**src/rtl/uart_pkg.sv**
```systemverilog
`default_nettype none
// ============================================================================
// Module      : uart_pkg
// Description : Shared types and defaults for the configurable UART
//               transmitter: FSM state encoding, data/length width defaults
//               and the minimum supported frame length.
// Revision    : 1.0 - initial release
// ============================================================================
package uart_pkg;

    localparam int c_DATA_WD_DEF = 8;
    localparam int c_MIN_LEN     = 5;

    // Width needed to hold any data bit count 0..data_wd.
    function automatic int len_wd_for(input int data_wd);
        return $clog2(data_wd + 1);
    endfunction

    localparam int c_LEN_WD_DEF = len_wd_for(c_DATA_WD_DEF);

    typedef enum logic [2:0] {
        ST_IDLE   = 3'd0,
        ST_START  = 3'd1,
        ST_DATA   = 3'd2,
        ST_PARITY = 3'd3,
        ST_STOP   = 3'd4
    } tx_state_t;

endpackage
`default_nettype wire

```
**src/rtl/uart_tx_par.sv**
```systemverilog
`default_nettype none
// ============================================================================
// Module      : uart_tx_par
// Description : Masked XOR parity. Only data bits below the effective length
//               contribute; odd parity is the inverted XOR.
// Revision    : 1.0 - initial release
// ============================================================================
module uart_tx_par
    import uart_pkg::*;
#(
    parameter int DATA_WD = c_DATA_WD_DEF,
    parameter int LEN_WD  = len_wd_for(DATA_WD)
) (
    input  logic [DATA_WD-1:0] i_data,
    input  logic [LEN_WD-1:0]  i_len,
    input  logic               i_par_typ,
    output logic               o_par_bit
);

    logic [DATA_WD-1:0] w_mask;

    // Bit i takes part in parity only when it is actually transmitted.
    for (genvar i = 0; i < DATA_WD; i++) begin : g_mask
        localparam logic [LEN_WD-1:0] c_IDX = LEN_WD'(i);
        assign w_mask[i] = (c_IDX < i_len);
    end

    assign o_par_bit = (^(i_data & w_mask)) ^ i_par_typ;

endmodule
`default_nettype wire

```
**src/rtl/uart_tx_cfg.sv**
```systemverilog
`default_nettype none
// ============================================================================
// Module      : uart_tx_cfg
// Description : UART transmitter, one bit per clock, with runtime data
//               length (5..DATA_WD), optional even/odd parity and one or two
//               stop bits. A new frame may be accepted in the last stop-bit
//               cycle so back-to-back frames have no idle gap.
// Revision    : 1.0 - initial release
// ============================================================================
module uart_tx_cfg
    import uart_pkg::*;
#(
    parameter int DATA_WD = c_DATA_WD_DEF,
    parameter int LEN_WD  = len_wd_for(DATA_WD)
) (
    input  logic               CLK,
    input  logic               RST,
    input  logic [DATA_WD-1:0] P_DATA,
    input  logic               DATA_VALID,
    input  logic [LEN_WD-1:0]  DATA_LEN,
    input  logic               PAR_EN,
    input  logic               PAR_TYP,
    input  logic               STP2,
    output logic               TX_OUT,
    output logic               Busy
);

    localparam logic [LEN_WD-1:0] c_MAX_LEN = LEN_WD'(DATA_WD);
    localparam logic [LEN_WD-1:0] c_MIN_LEN_W = LEN_WD'(c_MIN_LEN);
    localparam logic [LEN_WD-1:0] c_ONE     = LEN_WD'(1);
    localparam logic [LEN_WD-1:0] c_ZERO    = '0;

    tx_state_t          r_state;
    tx_state_t          w_state_nxt;
    logic               r_tx;
    logic               w_tx_nxt;
    logic               r_busy;
    logic [LEN_WD-1:0]  r_cnt;
    logic [LEN_WD-1:0]  w_cnt_nxt;
    logic [DATA_WD-1:0] r_shift;
    logic [DATA_WD-1:0] w_shift_nxt;

    // Shadow copy of the accepted frame configuration.
    logic [DATA_WD-1:0] r_data;
    logic [LEN_WD-1:0]  r_len;
    logic               r_par_en;
    logic               r_par_typ;
    logic               r_stp2;

    logic [LEN_WD-1:0]  w_len_eff;
    logic               w_last_stop;
    logic               w_last_data;
    logic               w_accept;
    logic               w_par_bit;

    // Out-of-range lengths fall back to the full data width.
    assign w_len_eff = ((DATA_LEN >= c_MIN_LEN_W) && (DATA_LEN <= c_MAX_LEN))
                       ? DATA_LEN : c_MAX_LEN;

    assign w_last_stop = (r_state == ST_STOP) && (!r_stp2 || (r_cnt == c_ONE));
    assign w_last_data = (r_cnt == (r_len - c_ONE));
    assign w_accept    = DATA_VALID && ((r_state == ST_IDLE) || w_last_stop);

    uart_tx_par #(
        .DATA_WD (DATA_WD),
        .LEN_WD  (LEN_WD)
    ) u_par (
        .i_data    (r_data),
        .i_len     (r_len),
        .i_par_typ (r_par_typ),
        .o_par_bit (w_par_bit)
    );

    // State, line and shadow registers; outputs are registered next values.
    always_ff @(posedge CLK or negedge RST) begin
        if (!RST) begin
            r_state   <= ST_IDLE;
            r_tx      <= 1'b1;
            r_busy    <= 1'b0;
            r_cnt     <= c_ZERO;
            r_shift   <= '0;
            r_data    <= '0;
            r_len     <= c_ZERO;
            r_par_en  <= 1'b0;
            r_par_typ <= 1'b0;
            r_stp2    <= 1'b0;
        end else begin
            r_state <= w_state_nxt;
            r_tx    <= w_tx_nxt;
            r_busy  <= (w_state_nxt != ST_IDLE);
            r_cnt   <= w_cnt_nxt;
            r_shift <= w_shift_nxt;
            if (w_accept) begin
                r_data    <= P_DATA;
                r_len     <= w_len_eff;
                r_par_en  <= PAR_EN;
                r_par_typ <= PAR_TYP;
                r_stp2    <= STP2;
            end
        end
    end

    // Next state and the bit to put on the line during that state.
    always_comb begin
        w_state_nxt = r_state;
        w_tx_nxt    = r_tx;
        w_cnt_nxt   = r_cnt;
        w_shift_nxt = r_shift;
        case (r_state)
            ST_IDLE: begin
                w_tx_nxt = 1'b1;
                if (w_accept) begin
                    w_state_nxt = ST_START;
                    w_tx_nxt    = 1'b0;
                    w_cnt_nxt   = c_ZERO;
                    w_shift_nxt = P_DATA;
                end
            end
            ST_START: begin
                w_state_nxt = ST_DATA;
                w_tx_nxt    = r_shift[0];
                w_shift_nxt = r_shift >> 1;
                w_cnt_nxt   = c_ZERO;
            end
            ST_DATA: begin
                if (w_last_data) begin
                    w_cnt_nxt = c_ZERO;
                    if (r_par_en) begin
                        w_state_nxt = ST_PARITY;
                        w_tx_nxt    = w_par_bit;
                    end else begin
                        w_state_nxt = ST_STOP;
                        w_tx_nxt    = 1'b1;
                    end
                end else begin
                    w_cnt_nxt   = r_cnt + c_ONE;
                    w_tx_nxt    = r_shift[0];
                    w_shift_nxt = r_shift >> 1;
                end
            end
            ST_PARITY: begin
                w_state_nxt = ST_STOP;
                w_tx_nxt    = 1'b1;
                w_cnt_nxt   = c_ZERO;
            end
            ST_STOP: begin
                w_tx_nxt = 1'b1;
                if (w_last_stop) begin
                    w_cnt_nxt = c_ZERO;
                    if (w_accept) begin
                        w_state_nxt = ST_START;
                        w_tx_nxt    = 1'b0;
                        w_shift_nxt = P_DATA;
                    end else begin
                        w_state_nxt = ST_IDLE;
                    end
                end else begin
                    w_cnt_nxt = c_ONE;
                end
            end
            default: begin
                w_state_nxt = ST_IDLE;
                w_tx_nxt    = 1'b1;
                w_cnt_nxt   = c_ZERO;
            end
        endcase
    end

    assign TX_OUT = r_tx;
    assign Busy   = r_busy;

endmodule
`default_nettype wire

```
**config.mk**
```make
export PLATFORM = sky130hd
export DESIGN_NAME = uart_tx_cfg
export DESIGN_NICKNAME = d
export VERILOG_FILES = /design/src/rtl/uart_pkg.sv /design/src/rtl/uart_tx_par.sv /design/src/rtl/uart_tx_cfg.sv
export SDC_FILE = /design/constraint.sdc
export NUM_CORES = 1
export LEC_CHECK = 0
export ABC_AREA = 1
export BUFFER_PORTS_ARGS = -buffer_cell sky130_fd_sc_hd__buf_4
export CORE_MARGIN = 1.5
export CORE_UTILIZATION = 47
export DETAILED_ROUTE_END_ITERATION = 8
export GPL_TIMING_DRIVEN = 1
export PLACE_DENSITY = 0.63
export SLEW_MARGIN = 5
export SYNTH_ARGS = -nofsm -noshare
export SYNTH_HDL_FRONTEND = slang
export SYNTH_HIERARCHICAL = 1
export SYNTH_SLANG_ARGS = --single-unit
```
**constraint.sdc**
```tcl
create_clock -name CLK -period 3.1 [get_ports CLK]
set_clock_uncertainty 0.1 [all_clocks]
set_input_delay 0.62 -clock CLK [delete_from_list [all_inputs] [get_ports CLK]]
set_output_delay 0.62 -clock CLK [all_outputs]
set_load 0.01 [all_outputs]
```
==> flow_metrics.env, run 1 <==
export IMPL_die_x_um=66.5
export IMPL_antenna_diode_count=0
export IMPL_routed_wire_length_per_instance_um=11.4
export IMPL_drv_max_cap_violation_count=0
export IMPL_hold_viol=0
export IMPL_dieHeight_um=66.5
export IMPL_critical_path_top_delay_family="simple AND/OR/NAND/NOR gates"
export IMPL_power_density_mw_per_mm2=1020
export IMPL_post_synth_main_area_contributors="dfrtp_1, nand2_1, inv_1"
export IMPL_antenna_found_initial=0
export IMPL_slew_headroom_pct=72.8
export IMPL_cp_buf_inv_count=2
export IMPL_num_rows=22
export IMPL_postPlaceCellArea_mm2=0.00205
export IMPL_synth_simple_gate_area_share_pct=30.0
export IMPL_die_area_mm2=0.00442
export IMPL_worstHoldPathType="input port to asynchronous set/reset pin"
export IMPL_fin_tns_setup_ns=0
export IMPL_total_number_of_vias=1504
export IMPL_cpPeakStageDelay_ns=0.43
export IMPL_pre_cts_ws_ns=1.07
export IMPL_ctsResizeCount=0
export IMPL_synth_compound_gate_area_share_pct=12.8
export IMPL_rsz_0062_raised_after_global_routing="no"
export IMPL_setup_viol=0
export IMPL_reg2reg_launch_point="r_cnt[1]"
export IMPL_detailedRoute_firstPassIterationCount=4
export IMPL_syn_avg_cell_area_um2=7.61
export IMPL_crit_type="register to register"
export IMPL_syn_num_nets=270
export IMPL_startpoint_type_of_the_worst_setup_path="register"
export IMPL_cp_max_fo=20
export IMPL_detail_route_iter0_violations=71
export IMPL_r2r_end="r_len[3]"
export IMPL_clock_tree_from_tritoncts="yes"
export IMPL_critical_path_endpoint_type="register"
export IMPL_synth_ff_latch_count=32
export IMPL_design_portCount=20
export IMPL_postLayoutSetupSlackWorst_ns=1.06
export IMPL_run_status="completed"
export IMPL_worst_path_most_repeated_cell="nand3_2"
export IMPL_synthAdderAreaFrac_pct=1.98
export IMPL_synthToLayoutAreaGrowth_pct=12.7
export IMPL_worst_endpoint_required_ns=3.18
export IMPL_fraction_of_layout_instances_using_a_drive_strength_above_1_pct=17.7
export IMPL_global_route_wire_length_before_repair_mm=6.31
export IMPL_grt_remaining_overflow=0
export IMPL_synth_lib_cells_used_distinct=30
export IMPL_fin_area_mm2=0.00214
export IMPL_post_synth_top_area_fraction_pct=40.9
export IMPL_max_freq_mhz=491
export IMPL_finalNetCount=291
export IMPL_globalRouteTotalUtil_pct=19.1
export IMPL_core_area_mm2=0.00377
export IMPL_timing_final_crit_share_pct=65.7
export IMPL_routabilityCongestion=0.753
export IMPL_netlist_instances=249
export IMPL_clk_latency_ns=0.28
export IMPL_clkTransAtPathRegs_ns=0.07
export IMPL_max_slew_worst_pin_slew_ns=0.408
export IMPL_fin_worst_hold_slack_ns=0.168
export IMPL_post_synth_xor_area_fraction_pct=1.85
export IMPL_path_cells="inv_1 > ha_1 > nand3_2 > nand3_1 > nand3_2 > inv_2 > o211ai_1 > o21a_1"
export IMPL_synth_yosys_warnings=6
export IMPL_port_buffer_count=19
export IMPL_syn_area_mm2=0.00190
export IMPL_grt_max_degree=33
export IMPL_timing_max_transition_violations_final=0
export IMPL_critPathArrivalTime_ns=2.11
export IMPL_via_density_per_instance=4.71
export IMPL_critical_path_slowest_cell="dfrtp_1"
export IMPL_vias_in_the_first_global_route=1420
export IMPL_wirelength_mm=3.63
export IMPL_min_period_ns=2.04
export IMPL_clockRootBuffer="clkbuf_8"
export IMPL_number_of_buffers_created_by_cts=5
export IMPL_synth_top_area_cell="dfrtp_1"
export IMPL_vdd_ir_drop_worst_uv=550
export IMPL_post_route_util_pct=56.7
export IMPL_rrSetupSlack_ns=1.06
export IMPL_ctsHtreeMaxLevel=2
export IMPL_antenna_left=0
export IMPL_place_detailed_hpwl_mm=2.74
export IMPL_ys_seq_area_share_pct=42.3
export IMPL_synth_top_family_by_area="simple AND/OR/NAND/NOR gates"
export IMPL_leakage_nw=1.13
export IMPL_drc_errors=0
export IMPL_clock_sink_count=32
export IMPL_post_cts_repair_setup_buffers=0
export IMPL_clock_path_buffers=2
export IMPL_starting_utilization_of_the_core_area_pct=50.3
export IMPL_reg2regPathDepth=8
export IMPL_post_synth_mux_area_share_pct=0
export IMPL_cts_hold_repair_buffers=0
==> metrics by stage <==
| stage | std cells | total power [mW] |
|---|---|---|
| after global routing | 319 | 2.41 |
| after floorplan | 249 | 1.70 |
| after detailed placement | 311 | 1.87 |
| after CTS | 319 | 2.21 |
| final | 319 | 2.18 |
| after global placement | 311 | 1.87 |
==> Yosys cell counts <==
library cell,number
a211o_1,1
a21oi_1,3
buf_12,1
buf_2,1
buf_4,2
buf_6,1
dfrtp_1,31
dfstp_2,1
ha_1,3
inv_1,40
inv_2,2
nand2_1,76
nand2_2,6
nand2_4,1
nand3_1,18
nand3_2,4
nand4_1,3
nor2_1,14
nor2_2,1
nor2_4,2
nor3_1,1
o2111ai_1,1
o211ai_1,1
o21a_1,8
o21ai_0,8
o21ai_1,5
o21ai_2,6
o22ai_1,4
xnor2_1,1
xor2_1,3
==> worst max path at each step <==
stage	start	to	slack, ns	cells past startpoint
2_1_floorplan	r_len[0]	r_shift[0]	1.38	11
3_3_place_gp	r_cnt[0]	r_len[3]	1.07	7
3_5_place_dp	r_cnt[0]	r_len[3]	1.07	7
4_1_cts	r_cnt[0]	r_len[3]	1.05	7
5_1_grt	r_cnt[1]	r_len[1]	0.82	8
6_report	r_cnt[1]	r_len[3]	1.06	8
==> layout make-up <==
class | instances | area, um^2
repair buffers | 19 | 143
flip-flops and latches | 32 | 802
clock buffers | 8 | 90.1
multi-input cells | 170 | 885
fillers | 368 | 1630
well taps | 48 | 60.1
inverters | 42 | 158
==> per-layer routing <==
layer	routed length (um)	GRT usage [%]	up-vias	share of wire, %
met5	0	0	-	0
met4	18	6.89	0	0.50
met3	114	4.05	2	3.1
met2	1550	28.9	24	43
met1	1950	27.1	656	54
li1	-	-	822	-
==> kinds of logic after synthesis <==
logic type	after synthesis
DFF	32
and+or+nand+nor	126
adders and majority gates	3
xor gates and xnor gates	4
buffers and inverters	47
AOI/OAI and AO/OA	37
==> cells in the final DEF, fill, tap and decap left out, drive strengths merged <==
cell type and n:
a211o 1, a21oi 3, buf 19, clkbuf 8, dfrtp 31, dfstp 1, ha 3, inv 42
nand2 83, nand3 22, nand4 3, nor2 17, nor3 1, o2111ai 1, o211ai 1, o21a 8
o21ai 19, o22ai 4, xnor2 1, xor2 3
==> flip-flops by register name (all words and copies together) (netlist names) <==
signal / count
Busy: 1
TX_OUT: 1
r_cnt: 4
r_data: 8
r_len: 4
r_par_en: 1
r_par_typ: 1
r_shift: 8
r_state: 3
r_stp2: 1
==> power breakdown <==
part | internal, mW | switching (mW) | total [mW]
combinational | 0.413 | 0.686 | 1.10
clock | 0.181 | 0.145 | 0.326
sequential | 0.606 | 0.153 | 0.759
Power figures use the tool's default switching activity.
==> run 2, diff against run 1 <==
Clock period 3.1 ns to 2.04 ns, I/O delays scaled along.
==> run 2 against run 1 <==
Against the previous run: final cell count up 0.94%; global-route usage down 1.0 points; final area up 1.7%; clock power up 61%; critical path type unchanged; largest power group unchanged.
==> flow_metrics.env, run 2 (synthesized netlist as in run 1, its figures left out) <==
export IMPL_wirelength_mm=3.57
export IMPL_clock_tree_from_tritoncts="yes"
export IMPL_post_route_util_pct=57.6
export IMPL_globalRouteTotalUtil_pct=18.1
export IMPL_clock_path_buffers=2
export IMPL_starting_utilization_of_the_core_area_pct=50.3
export IMPL_clkTransAtPathRegs_ns=0.06
export IMPL_global_route_wire_length_before_repair_mm=6.07
export IMPL_timing_final_crit_share_pct=89.6
export IMPL_slew_headroom_pct=72.4
export IMPL_drv_max_cap_violation_count=0
export IMPL_mostFrequentLayoutCells="nand2_1, inv_1, dfrtp_1"
export IMPL_startpoint_type_of_the_worst_setup_path="register"
export IMPL_num_rows=22
export IMPL_leakage_nw=1.15
export IMPL_vdd_ir_drop_worst_uv=909
export IMPL_antenna_diode_count=0
export IMPL_layout_commonest_cell="nand2_1"
export IMPL_critPathArrivalTime_ns=1.88
export IMPL_finalNetCount=294
export IMPL_drc_errors=0
export IMPL_place_detailed_hpwl_mm=2.70
export IMPL_routed_wire_length_per_instance_um=11.1
export IMPL_detailedRoute_firstPassIterationCount=4
export IMPL_total_number_of_vias=1496
export IMPL_number_of_buffers_created_by_cts=5
export IMPL_timing_max_transition_violations_final=0
export IMPL_clockRootBuffer="clkbuf_8"
export IMPL_max_freq_mhz=547
export IMPL_fin_tns_setup_ns=0
export IMPL_worst_endpoint_required_ns=2.09
export IMPL_core_area_mm2=0.00377
export IMPL_min_period_ns=1.83
export IMPL_clk_latency_ns=0.27
export IMPL_critical_path_endpoint_type="register"
export IMPL_clock_sink_count=32
export IMPL_crit_type="register to register"
export IMPL_routabilityCongestion=0.840
export IMPL_cp_max_fo=5
export IMPL_synthToLayoutAreaGrowth_pct=14.7
export IMPL_rsz_0062_raised_after_global_routing="no"
export IMPL_ctsHtreeMaxLevel=2
export IMPL_antenna_found_initial=0
export IMPL_antenna_left=0
export IMPL_grt_max_degree=33
export IMPL_fraction_of_layout_instances_using_a_drive_strength_above_1_pct=19.0
export IMPL_via_density_per_instance=4.65
export IMPL_worstHoldPathType="input port to register"
export IMPL_setup_viol=0
export IMPL_die_x_um=66.5
export IMPL_dieHeight_um=66.5
export IMPL_design_portCount=20
export IMPL_run_status="completed"
export IMPL_die_area_mm2=0.00442
export IMPL_power_density_mw_per_mm2=1550
export IMPL_largest_registers="r_data: 8 flops, r_shift: 8 flops"
export IMPL_grt_remaining_overflow=0
export IMPL_port_buffer_count=19
export IMPL_vias_in_the_first_global_route=1344
export IMPL_max_slew_worst_pin_slew_ns=0.415
export IMPL_detail_route_iter0_violations=108
export IMPL_hold_viol=0
[run 2: cell types whose count changed in the layout (fill, tap and decap cells not counted)]
cell / delta
clkbuf_1: -1
clkbuf_8: +1
dfrtp_2: +1
buf_4: +2
dfrtp_1: -1
dlygate4sd3_1: +1
[run 2: report_power, final]
group | total (mW) | switching, mW | leakage [nW] | internal (mW)
Sequential | 1.14 | 0.221 | 0.401 | 0.922
Combinational | 1.70 | 1.06 | 0.694 | 0.646
Clock | 0.526 | 0.218 | 0.0515 | 0.308
[run 2: path summary, 6_finish.rpt]
path	cells past startpoint	slack (ns)	endpoint	startpoint
setup / recovery	12	0.21	Busy	r_len[1]
hold / removal	3	0.23	r_par_typ	PAR_TYP
setup reg to reg	12	0.21	Busy	r_len[1]
hold reg to reg	2	0.38	r_shift[2]	r_shift[2]
max in group asynchronous	2	1.00	TX_OUT	RST
min in group asynchronous	2	0.51	r_cnt[3]	RST
[run 2: worst max-delay path, stage by stage (launching register included)]
cell and delay (ns):
dfrtp_1 0.40, inv_1 0.09, ha_1 0.29, nand2_1 0.06
inv_1 0.04, nor2_1 0.08, nand2_1 0.09, nor2_4 0.16
nand3_1 0.11, nand2_1 0.08, nand2_1 0.07, nor2_1 0.09
nand2_1 0.06
[run 2: layer usage]
metal | track usage [%] | part of all wire [%] | wire length (um)
met5 | 0 | 0 | 0
met4 | 4.59 | 0.64 | 23
met3 | 3.55 | 3.3 | 119
met2 | 26.5 | 42 | 1490
met1 | 27.4 | 54 | 1930
[run 2: area by class of cell]
class | count | area, um^2
clock buffer | 8 | 100
fill | 348 | 1600
inverter | 42 | 158
multi-input combinational | 170 | 885
sequential | 32 | 803
tap | 48 | 60.1
timing repair buffer | 22 | 168
[run 2: what timing repair did]
item | in CTS | in global routing
resized for setup | 0 | 1
endpoints found under the setup margin | 0 | 3
hold endpoints to repair | 31 | 0
hold buffers | 1 | 0
buffers inserted | 0 | 1
[run 2: metrics by stage]
| stage | hold WS [ns] | instances | instance area, um^2 | total power [mW] | worst slack (ns) |
|---|---|---|---|---|---|
| finish | 0.235 | 322 | 2170 | 3.37 | 0.211 |
| global route | 0.234 | 322 | 2170 | 3.71 | 0.00545 |
| global placement | 0.274 | 312 | 2050 | 2.83 | 0.204 |
| floorplan | 0.0124 | 249 | 1900 | 2.58 | 0.323 |
| detailed placement | 0.274 | 312 | 2050 | 2.86 | 0.183 |
| CTS | 0.229 | 321 | 2160 | 3.39 | 0.163 |
